--- src/rtl/pipe_adder_pkg.sv ---
// Shared arithmetic helpers for the MIPS datapath: chunk sizing, parameter
// sanity check and the per-stage flag bundle carried down the adder pipe.
package mips_arith_pkg;

    function automatic int chunk_w(input int width, input int stages);
        return (stages > 0) ? (width / stages) : width;
    endfunction

    function automatic bit split_ok(input int width, input int stages);
        return (stages >= 1) && (width % stages == 0);
    endfunction

    typedef struct packed {
        logic valid;
        logic carry;
        logic a_msb;
        logic b_msb;
    } stage_flags_t;

endpackage

--- src/rtl/pipe_adder_chunk.sv ---
// One carry-chain segment: CW-bit a + b + cin with carry out.
module adder_chunk #(
    parameter int CW = 8
) (
    input  logic [CW-1:0] a,
    input  logic [CW-1:0] b,
    input  logic          cin,
    output logic [CW-1:0] s,
    output logic          cout
);

    assign {cout, s} = {1'b0, a} + {1'b0, b} + {{CW{1'b0}}, cin};

endmodule

--- src/rtl/pipe_adder.sv ---
// Pipelined adder/subtractor: the carry chain is split into STAGES registered
// chunks with a valid/ready handshake whose ready chain collapses bubbles.
module pipe_adder
    import mips_arith_pkg::*;
#(
    parameter int WIDTH  = 32,
    parameter int STAGES = 4
) (
    input  logic             clk,
    input  logic             rst,
    input  logic             in_valid,
    output logic             in_ready,
    input  logic [WIDTH-1:0] a,
    input  logic [WIDTH-1:0] b,
    input  logic             sub,
    output logic             out_valid,
    input  logic             out_ready,
    output logic [WIDTH-1:0] sum,
    output logic             carry_out,
    output logic             overflow
);

    localparam int CW = chunk_w(WIDTH, STAGES);

    if (!split_ok(WIDTH, STAGES)) begin : g_bad_split
        $error("pipe_adder: STAGES must be >= 1 and divide WIDTH");
    end

    logic         [STAGES-1:0]            stage_valid;
    logic         [STAGES-1:0]            load;
    stage_flags_t [STAGES-1:0]            flags_q;
    logic         [STAGES-1:0][WIDTH-1:0] a_q;
    logic         [STAGES-1:0][WIDTH-1:0] b_q;
    logic         [STAGES-1:0][WIDTH-1:0] res_q;

    always_comb begin
        stage_valid = '0;
        for (int unsigned i = 0; i < STAGES; i++) begin
            stage_valid[i] = flags_q[i].valid;
        end
    end

    // Unrolled form of load[k] = !v[k] || load[k+1]: a stage may load when the
    // consumer is ready or any stage at or after it holds a bubble.
    always_comb begin
        load = '0;
        for (int unsigned i = 0; i < STAGES; i++) begin
            load[i] = out_ready;
            for (int unsigned j = i; j < STAGES; j++) begin
                if (!stage_valid[j]) begin
                    load[i] = 1'b1;
                end
            end
        end
    end

    assign in_ready = load[0];

    for (genvar k = 0; k < STAGES; k++) begin : g_stage
        logic [WIDTH-1:0] a_in;
        logic [WIDTH-1:0] b_in;
        logic [WIDTH-1:0] res_in;
        logic [WIDTH-1:0] res_next;
        logic             cin;
        logic             v_in;
        logic             a_msb_in;
        logic             b_msb_in;
        logic [CW-1:0]    chunk_s;
        logic             chunk_c;

        if (k == 0) begin : g_head
            assign a_in     = a;
            assign b_in     = sub ? ~b : b;
            assign res_in   = '0;
            assign cin      = sub;
            assign v_in     = in_valid;
            assign a_msb_in = a[WIDTH-1];
            assign b_msb_in = b_in[WIDTH-1];
        end else begin : g_body
            assign a_in     = a_q[k-1];
            assign b_in     = b_q[k-1];
            assign res_in   = res_q[k-1];
            assign cin      = flags_q[k-1].carry;
            assign v_in     = flags_q[k-1].valid;
            assign a_msb_in = flags_q[k-1].a_msb;
            assign b_msb_in = flags_q[k-1].b_msb;
        end

        adder_chunk #(
            .CW(CW)
        ) u_chunk (
            .a   (a_in[k*CW +: CW]),
            .b   (b_in[k*CW +: CW]),
            .cin (cin),
            .s   (chunk_s),
            .cout(chunk_c)
        );

        always_comb begin
            res_next               = res_in;
            res_next[k*CW +: CW]   = chunk_s;
        end

        always_ff @(posedge clk) begin
            if (rst) begin
                flags_q[k] <= '0;
                a_q[k]     <= '0;
                b_q[k]     <= '0;
                res_q[k]   <= '0;
            end else if (load[k]) begin
                flags_q[k].valid <= v_in;
                flags_q[k].carry <= chunk_c;
                flags_q[k].a_msb <= a_msb_in;
                flags_q[k].b_msb <= b_msb_in;
                a_q[k]           <= a_in;
                b_q[k]           <= b_in;
                res_q[k]         <= res_next;
            end
        end
    end

    // Already-consumed low chunks and the last stage's operand copy are dead.
    logic unused_skew_bits;
    assign unused_skew_bits = ^{a_q, b_q};

    assign out_valid = flags_q[STAGES-1].valid;
    assign sum       = res_q[STAGES-1];
    assign carry_out = flags_q[STAGES-1].carry;
    assign overflow  = (flags_q[STAGES-1].a_msb == flags_q[STAGES-1].b_msb) &&
                       (sum[WIDTH-1] != flags_q[STAGES-1].a_msb);

endmodule

--- config.mk ---
export PLATFORM = sky130hd
export DESIGN_NAME = pipe_adder
export DESIGN_NICKNAME = d
export VERILOG_FILES = /design/src/rtl/pipe_adder_pkg.sv /design/src/rtl/pipe_adder_chunk.sv /design/src/rtl/pipe_adder.sv
export SDC_FILE = /design/constraint.sdc
export NUM_CORES = 1
export LEC_CHECK = 0
export CORE_MARGIN = 2
export CORE_UTILIZATION = 46
export CTS_CLUSTER_SIZE = 20
export DETAILED_ROUTE_END_ITERATION = 10
export PLACE_DENSITY = 0.69
export SLEW_MARGIN = 20
export SYNTH_ARGS = -nofsm -noshare
export SYNTH_HDL_FRONTEND = slang
export SYNTH_SLANG_ARGS = --single-unit
--- constraint.sdc ---
create_clock -name clk -period 2.93 [get_ports clk]
set_clock_uncertainty 0.15 [all_clocks]
set_input_delay 0.586 -clock clk [delete_from_list [all_inputs] [get_ports clk]]
set_output_delay 0.586 -clock clk [all_outputs]
set_load 0.02 [all_outputs]
* Yosys cells after proc, flatten, opt, wreduce, memory -nomap -nowiden *
Index checks and enable logic that the tools add are counted.
W data, S select, Z words.

storage, ports and cells
  input port bits = 69
  output and inout port bits = 36
  register bits after elaboration = 288
  word-level logic and storage cells = 49

cells by class
  equal/unequal tests = 2
  mux-type cells = 11
  reductions and logical operators = 1
  bitwise gates (word level) = 1
  $add $sub $neg = 8

operator list
  cell                 count
  $add A8 B8 Y9        4
  $add A9 B1 Y9        4
  $mux W32             1
  $not A32 Y32         1
  $mux W1              10
  $eq A1 B1 Y1         1
  $logic_and A1 B1 Y1  1
  $ne A1 B1 Y1         1

* Depth between registers and ports, before layout *
Gate-level depths: netlist of the first run.

  depth in word-level cells = 4
  gate-level depth with buffers = 10
  gate-level depth less buffers = 8

* Cells and area by module *
A second synthesis of the first run with hierarchy kept.

unflattened totals
  cell total of the unflattened synthesis = 997
  area, all modules = 8170.3 um^2

by module, submodules not included
  module                                 instances  area an instance (um^2)  cells each  seq. area each (um^2)
  pipe_adder                             1          6844.1                   833         3723.6
  adder_chunk at g_stage[0].u_chunk ...  2          331.6                    40          0.0
  adder_chunk at g_stage[2].u_chunk ...  2          331.6                    42          0.0

* Worst setup path after synthesis of the first run *
No wires, ideal clock.

  kind = input to register
  start = input sub
  end = register res_q, in the netlist g_stage[1].res_in[6]
  library setup time = 117 ps
  stages on the path = 10
  data required time = 2663 ps
  data arrival time = 2383 ps
  buffers on the path = 2
  path slack = 279 ps
  cell sequence = clkbuf_1 > buf_2 > xor2_1 > inv_1 > fa_1 > nand2b_1 > a21oi_1 > o21a_1 > mux2i_1 > nand2_1

between the ends
  longest elaborated chain between the ends = 3

RTL lines
  what                           line                    text
  start, declared                pipe_adder.sv:15        input logic sub,
  $mux W32                       pipe_adder.sv:73        assign b_in = sub ? ~b : b;
  $add A8 B8 Y9                  pipe_adder_chunk.sv:12  assign {cout, s} = {1'b0, a} + {1'b0, b} + {{CW{1'b0}}, cin};
  $add A9 B1 Y9 (*)              pipe_adder_chunk.sv:12
  end signal, assigned by index  pipe_adder.sv:117       res_q[k] <= res_next;
  end, declared                  pipe_adder.sv:34        logic [STAGES-1:0][WIDTH-1:0] res_q;

Mark *: on every way between the ends. The rest lies on a longest branch, timed or not.
A chain may end at the register's enable or synchronous reset.

* Worst setup path after layout of the first run *
  start = input out_ready
  end = output in_ready

between the ends
  longest elaborated chain between the ends = 4

RTL lines
  what                  line              text
  start, declared       pipe_adder.sv:17  input logic out_ready,
  $mux W1 (4 in a row)  pipe_adder.sv:50  if (!stage_valid[j]) begin
  end, declared         pipe_adder.sv:12  output logic in_ready,

No other way between the ends.

==> results of run 1 <==
-- stage by stage --
stage / utilization / hold WS, ns / cells / setup TNS, ns / power, mW
detailed placement: 0.535 / 0.295 / 1244 / -0.00680 / 3.47
floorplan: - / 0.282 / 964 / 0 / 3.21
finish: 0.568 / 0.301 / 1276 / 0 / 5.65
global route: 0.568 / 0.320 / 1276 / 0 / 5.88
CTS: 0.568 / 0.304 / 1276 / 0 / 5.69
global placement: 0.535 / 0.290 / 1244 / -0.0436 / 3.46
-- report_power, final --
group | switching [mW] | internal [mW]
Combinational | 0.319 | 0.313
Clock | 1.02 | 1.21
Sequential | 0.0962 | 2.69
-- critical path, stage by stage --
cell,delay (ns)
clkdlybuf4s50_1,0.54
and4b_2,0.26
and2_4,0.17
inv_4,0.05
dlygate4sd2_1,0.33
-- synthesized netlist by cell type, drive strengths merged, types with 2 or more instances --
library cell,number,share of area
xor2,10,0.011
or4,2,0.0019
nor2b,2,0.0019
ha,28,0.044
or3,2,0.0016
a211o,3,0.0033
a21oi,152,0.096
nor2,45,0.021
and3,5,0.0039
nor3,6,0.0038
a31o,2,0.0022
buf,34,0.023
nor4b,6,0.0074
nor4,3,0.0024
nand2,288,0.14
inv,7,0.0036
nand3,12,0.0076
nand4,3,0.0024
dfxtp,186,0.47
a21o,10,0.0095
o21ai,12,0.0076
nand2b,3,0.0024
and2,2,0.0019
and4,4,0.0044
a211oi,35,0.033
clkbuf,33,0.016
xnor2,31,0.034
mux2i,5,0.0063
o211ai,6,0.0057
a31oi,10,0.0079
fa,7,0.018
-- layer usage --
layer / global-route usage / wire length [um] / part of all wire / up-vias
li1: - / - / - / 3418
met1: 0.288 / 8900 / 0.50 / 2977
met2: 0.316 / 7920 / 0.45 / 136
met3: 0.0344 / 724 / 0.041 / 25
met4: 0.0654 / 257 / 0.014 / 0
met5: 0 / 0 / 0 / -
-- sequential cells by signal (all words and copies together) (netlist names) --
signal            count
g_stage.res_in       48
g_stage.a_in         45
carry_out             1
g_stage.b_in         45
g_stage.b_msb_in      3
sum                  32
flags_q               2
out_valid             1
g_stage.v_in          3
g_stage.a_msb_in      3
g_stage.cin           3
-- final cells by class --
| type | instances | area, um2 |
|---|---|---|
| fillers | 1641 | 7360 |
| well taps | 225 | 282 |
| repair buffers | 122 | 1210 |
| clock buffers | 18 | 439 |
| inverters | 7 | 28.8 |
| flip-flops and latches | 186 | 3720 |
| multi-input cells | 704 | 3880 |
| clock inverters | 14 | 135 |
-- cells by family (layout without fill, tap and decap cells) --
logic type | Yosys count | in the layout | share of synthesized area
AO/OA/AOI/OAI | 237 | 237 | 0.173
XOR/XNOR | 41 | 41 | 0.0453
adder cells (fa/ha/maj) | 35 | 35 | 0.0618
buffers and inverters | 74 | 161 | 0.0418
flip-flops | 186 | 186 | 0.469
multiplexers | 5 | 5 | 0.00631
AND/OR/NAND/NOR | 386 | 386 | 0.202
-- timing repair --
item / 4_1_cts / 5_1_grt
endpoints found under the hold margin: 0 / 0
resized for setup: 1 / 0
endpoints found under the setup margin: 1 / 0
-- worst max path at each step --
stage | from | endpoint | slack [ns] | cells after the start
floorplan | sub | g_stage[1].res_in[6] | 0.28 | 10
global placement | out_ready | in_ready | -0.04 | 5
detailed placement | out_ready | in_ready | -0.007 | 5
CTS | out_ready | in_ready | 0.25 | 5
global route | out_ready | in_ready | 0.20 | 5
finish | out_ready | in_ready | 0.25 | 5
==> flow_summary.yaml, run 1 <==
logic_synthesis:
  synth_warnings: 0
  synth_cell_types: 48
  syn_area_per_cell_um2: 8.23
  syn_inst: 964
  netlist_area_mm2: 0.00793
  yosysSeqAreaShare: 0.469
  ys_seq_elements: 186
  synthesis.nets: 1068
  async_flop_share: 0
  synth_ff_type: "dfxtp_1"
  synth_edf_count: 0
floorplanning:
  die_width_um: 135
  num_rows: 48
  chipHeight_um: 135
  ios: 105
  core_region_area_mm2: 0.0171
  start_util: 0.465
  dieArea_mm2: 0.0183
global_route:
  grt_pass1_vias: 6019
  grt_antenna_before_repair: 0
  grt_usage: 0.203
  grt_max_degree: 158
  grt_pass1_wl_um: 29800
  grt.overflow.total: 0
layout:
  antenna_cells: 0
  nets: 1142
  design_area_mm2: 0.00969
  drive_gt1_frac: 0.0561
  final_common_cell: "nand2_1"
  mostFrequentLayoutCells: "288 x nand2_1, 186 x dfxtp_1, 152 x a21oi_1"
  area_growth_pct: 22.2
min_path:
  hold_path_depth: 2
  hold_start: "g_stage[1].a_in[16]"
  min_to: "g_stage[1].a_in[16]"
  hold_path_class: "reg2reg"
cts:
  numCtsBuffers: 17
  clkSlewWorstSetupHoldPaths_ns: 0.06
  ctsHtreeMaxLevel: 4
  cts_sinks: 186
  post-cts-setup-buffers: 0
  cts_tree: "done"
  hold_buffers: 0
  clock_latency_ns: 0.44
  root_buffer: "clkbuf_16"
  cts_buffer_depth: 2
sta:
  finalCritPeriodShare: 0.915
  setup_violations: 0
  slew_violations: 0
  fin_crit_ns: 2.68
  grt_setup_unrepaired: "false"
  setup_ws_ns: 0.250
  max_slew_margin: 0.536
  hold_violations: 0
  tightest_slew_ns: 0.696
  max_freq_mhz: 373
flow_run:
  maxCapViolations: 0
detailed_routing:
  routed_wl_um: 17800
  ant_nets: 0
  drt_iter0_drc: 406
  drc: 0
  dr.pass1.iters: 4
  via_per_inst: 5.14
  vias: 6556
  detail_route.wl_per_cell_um: 14.0
worst_setup_path:
  crit_fanout: 3
  timing.rr.end: "g_stage[3].res_in[22]"
  cp-start-kind: "input pin"
  cp.arrival_ns: 1.94
  reg2reg_depth: 7
  r2r_slack_ns: 0.47
  r2r_start: "g_stage[2].a_in[16]"
  criticalPathCategory: "in2out"
  crit_required_ns: 2.19
  cp-end-kind: "output port"
pwr:
  power_leakage_nw: 3.86
  p_per_area_mw_per_mm2: 583
  peakVddDrop_v: 0.000436
placement:
  dpl_cell_area_mm2: 0.00912
  port_buffers: 104
  place_ws_ns: -0.00680
  gp_congestion: 0.845
  dp_hpwl_um: 12400
run_status:
  status: "completed"
Power figures use the tool's default switching activity.
==> run 2, diff against run 1 <==
SETUP_SLACK_MARGIN = 0.5   (was unset)
==> flow_summary.yaml, run 2 (synthesis gave the netlist of run 1 again) <==
run_status:
  status: "completed"
worst_setup_path:
  crit_chain: "fa_1 > fa_2 > a21o_1 > a211o_1 > o211ai_1 > mux2i_1 > nand2_1"
  critical_path_buf_inv_count: 0
  crit_path_max_incr_delay_ns: 0.48
  crit_required_ns: 3.10
  criticalPathCategory: "reg2reg"
  cp-start-kind: "register"
  r2r_slack_ns: 0.55
  crit_fanout: 2
  cp_top_family: "adder cells"
  slowest_stage: "fa_1"
  cp-end-kind: "register"
  cp.arrival_ns: 2.55
layout:
  final_common_cell: "nand2_1"
  design_area_mm2: 0.00967
  drive_gt1_frac: 0.0601
  nets: 1141
  antenna_cells: 0
  area_growth_pct: 21.9
  multiInputGateArea_mm2: 0.00390
  regArea_mm2: 0.00372
  largest_reg_flops: 48
  n_fill_cell: 1624
  mostFrequentLayoutCells: "288 x nand2_1, 186 x dfxtp_1, 151 x a21oi_1"
global_route:
  grt_usage: 0.197
  grt_pass1_vias: 5860
  grt_pass1_wl_um: 29100
  grt_max_degree: 82
  grt.overflow.total: 0
  grt_antenna_before_repair: 0
detailed_routing:
  drc: 0
  ant_nets: 0
  detail_route.wl_per_cell_um: 13.6
  drt_iter0_drc: 368
  dr.pass1.iters: 5
  routed_wl_um: 17400
  via_per_inst: 5.09
  vias: 6490
floorplanning:
  ios: 105
  num_rows: 48
  die_width_um: 135
  core_region_area_mm2: 0.0171
  dieArea_mm2: 0.0183
  chipHeight_um: 135
  start_util: 0.465
placement:
  dpl_cell_area_mm2: 0.00910
  gp_congestion: 0.883
  port_buffers: 104
  place_ws_ns: -0.0213
  dp_hpwl_um: 12300
cts:
  root_buffer: "clkbuf_16"
  cts_sinks: 186
  numCtsBuffers: 17
  hold_buffers: 0
  clock_latency_ns: 0.43
  clkSlewWorstSetupHoldPaths_ns: 0.07
  cts_tree: "done"
  ctsHtreeMaxLevel: 4
  cts_buffer_depth: 2
sta:
  hold_violations: 0
  fin_crit_ns: 2.38
  max_freq_mhz: 421
  slew_violations: 0
  tightest_slew_ns: 0.748
  setup_ws_ns: 0.554
  finalCritPeriodShare: 0.811
  grt_setup_unrepaired: "true"
  setup_violations: 0
  max_slew_margin: 0.501
pwr:
  power_leakage_nw: 3.85
  p_per_area_mw_per_mm2: 578
  peakVddDrop_v: 0.000451
flow_run:
  maxCapViolations: 0
min_path:
  hold_path_class: "reg2reg"
run 2: what timing repair did:
action,in CTS,in global routing
pin swaps,0,0
setup endpoints to repair,1,4
gates cloned,0,0
resized for setup,4,3
buffers inserted,0,0
run 2: cell type report:
class,instances,area share
clock inverter,13,0.0124
tap,225,0.0291
clock buffer,18,0.0454
timing repair buffer,121,0.122
inverter,7,0.00298
sequential,186,0.385
multi-input combinational,704,0.403
run 2: path summary, 6_finish.rpt:
check	start	depth (start not counted)	endpoint
min	sum[6]	2	sum[6]
max reg2reg	g_stage[2].a_in[16]	7	g_stage[3].res_in[22]
min reg2reg	sum[6]	2	sum[6]
max	g_stage[2].a_in[16]	7	g_stage[3].res_in[22]
run 2: worst min-delay path, delay by kind of cell (launching register included):
| kind | cells | cell delay (ns) |
|---|---|---|
| AOI/OAI and AO/OA | 1 | 0.05 |
| DFF | 1 | 0.31 |
| and+or+nand+nor | 1 | 0.05 |
run 2: per-layer routing:
metal / share of wire / track usage / up-vias
met5: 0 / 0 / -
met4: 0.014 / 0.0625 / 0
met3: 0.035 / 0.0367 / 15
met2: 0.44 / 0.297 / 127
met1: 0.51 / 0.286 / 2933
li1: - / - / 3415
run 2: power by group:
group          switching [mW]  total [mW]  internal, mW
logic                   0.319       0.635         0.316
registers               0.100        2.79          2.69
clock network           0.978        2.17          1.19
run 2: stage by stage:
stage                      util  hold WS [ns]  TNS, ns  instances  total power [mW]
after floorplan               -         0.282        0        964              3.22
after global placement    0.534         0.290  -0.0408       1243              3.46
after detailed placement  0.534         0.293  -0.0213       1243              3.47
after CTS                 0.566         0.302        0       1274              5.64
after global routing      0.567         0.313        0       1274              5.84
final                     0.567         0.299        0       1274              5.59
==> run 3, diff against run 2 <==
clock period = 2.5 ns   (was 2.93 ns; I/O delays follow)
==> flow_summary.yaml, run 3 (synthesis gave the netlist of run 1 again) <==
run_status:
  status: "completed"
pwr:
  intPower_mw: 5.15
  switchingPower_mw: 1.71
  power_frac_clock: 0.408
  power_leakage_nw: 4.16
  p_per_area_mw_per_mm2: 685
  combPwrFrac: 0.117
  seqPwrFrac: 0.475
  peakVddDrop_v: 0.000511
  p_sw_frac: 0.249
cts:
  ctsHtreeMaxLevel: 4
  hold_buffers: 0
  clock_latency_ns: 0.42
  cts_sinks: 186
  clkSlewWorstSetupHoldPaths_ns: 0.07
  cts_buffer_depth: 2
  numCtsBuffers: 17
  root_buffer: "clkbuf_16"
  cts_tree: "done"
floorplanning:
  die_width_um: 135
  core_region_area_mm2: 0.0171
  num_rows: 48
  chipHeight_um: 135
  start_util: 0.465
  dieArea_mm2: 0.0183
  ios: 105
worst_setup_path:
  cp.arrival_ns: 2.42
  cp-end-kind: "register"
  cp-start-kind: "register"
  slowest_stage: "fa_2"
  crit_path_frequent_cell: "fa_2"
  criticalPathCategory: "reg2reg"
  crit_chain: "fa_2 > fa_2 > a21o_1 > a211o_1 > o211ai_1 > mux2i_1 > nand2_1"
  crit_path_max_incr_delay_ns: 0.40
  r2r_slack_ns: 0.25
  crit_fanout: 2
  crit_required_ns: 2.67
detailed_routing:
  dr.pass1.iters: 5
  detail_route.wl_per_cell_um: 14.0
  drc: 0
  drt_iter0_drc: 431
  ant_nets: 0
  vias: 6624
  via_per_inst: 5.11
  routed_wl_um: 18200
layout:
  antenna_cells: 0
  mostFrequentLayoutCells: "286 x nand2_1, 179 x dfxtp_1, 146 x a21oi_1"
  drive_gt1_frac: 0.114
  final_cells: 1296
  final_common_cell: "nand2_1"
  largest_reg_flops: 48
  n_fill_cell: 1578
  area_growth_pct: 26.2
  nets: 1162
placement:
  dp_cells: 1253
  gp_congestion: 0.821
  port_buffers: 104
  dp_hpwl_um: 12400
sta:
  setup_violations: 0
  slew_violations: 0
  tightest_slew_ns: 0.556
  finalCritPeriodShare: 0.899
  fin_crit_ns: 2.25
  max_slew_margin: 0.629
  grt_setup_unrepaired: "true"
  tns_ns: 0
  max_freq_mhz: 445
  hold_violations: 0
global_route:
  grt_usage: 0.202
  grt.overflow.total: 0
  grt_antenna_before_repair: 0
  grt_pass1_vias: 6045
  grt_max_degree: 76
  grt_pass1_wl_um: 29700
flow_run:
  maxCapViolations: 0
min_path:
  hold_path_class: "in2reg"
[run 3: cell count changes in the layout (fill, tap and decap cells not counted), moves of 4 or more]
cell,before,now
clkdlybuf4s50_1,99,61
dfxtp_1,186,179
fa_2,2,7
buf_4,16,33
ha_1,28,24
fa_1,5,0
dfxtp_2,0,7
a21oi_1,151,146
dlygate4sd2_1,1,37
[run 3: through the flow]
stage                     power [mW]  utilization  area, um2  setup slack (ns)  hold WS [ns]
after floorplan                 3.78            -       7990             0.178         0.282
after global placement          4.09        0.542       9240            -0.251         0.289
after detailed placement        4.10        0.542       9240            -0.244         0.295
after CTS                       6.86        0.578       9870             0.266         0.211
after global routing            7.15        0.587      10000             0.199         0.221
final                           6.86        0.587      10000             0.253         0.228
[run 3: final cells by class]
class,count,area [um2],area share
Sequential cell,186,3730,0.373
Inverter,7,28.8,0.00288
Clock inverter,15,189,0.0189
Clock buffer,17,425,0.0425
Tap cell,225,282,0.0281
Timing Repair Buffer,142,1320,0.132
Multi-Input combinational cell,704,4030,0.402
[run 3: what timing repair did]
item,CTS,global route
pin swaps,21,24
endpoints found under the setup margin,97,23
setup buffers,5,6
gates resized for setup,53,33
[run 3: worst paths after layout]
kind,from,end,cells past startpoint
worst min-delay path,rst,sum[19],2
worst min register to register,sum[22],sum[22],2
worst max register to register,g_stage[2].cin,g_stage[3].res_in[22],7
worst max-delay path,g_stage[2].cin,g_stage[3].res_in[22],7
[run 3: critical path: cells and delay by family (launching register included)]
family	cells	cell delay, ns
fa+ha+maj	2	0.76
compound gates	3	0.63
flops	1	0.33
mux	1	0.23
simple gates	1	0.06
[run 3: power groups by stage]
stage	Sequential, mW	Combinational, mW	Clock [mW]
2_1_floorplan	3.31	0.462	0
3_3_place_gp	3.32	0.763	0
3_5_place_dp	3.33	0.771	0
4_1_cts	3.26	0.767	2.83
5_1_grt	3.28	0.890	2.98
6_report	3.26	0.802	2.79
[run 3: routing by layer]
layer / routed length [um] / part of all wire / GRT usage / vias to the layer above
met5: 0 / 0 / 0 / -
li1: - / - / - / 3456
met2: 8160 / 0.45 / 0.315 / 132
met1: 9040 / 0.50 / 0.287 / 3019
met3: 720 / 0.040 / 0.0389 / 17
met4: 236 / 0.013 / 0.0550 / 0
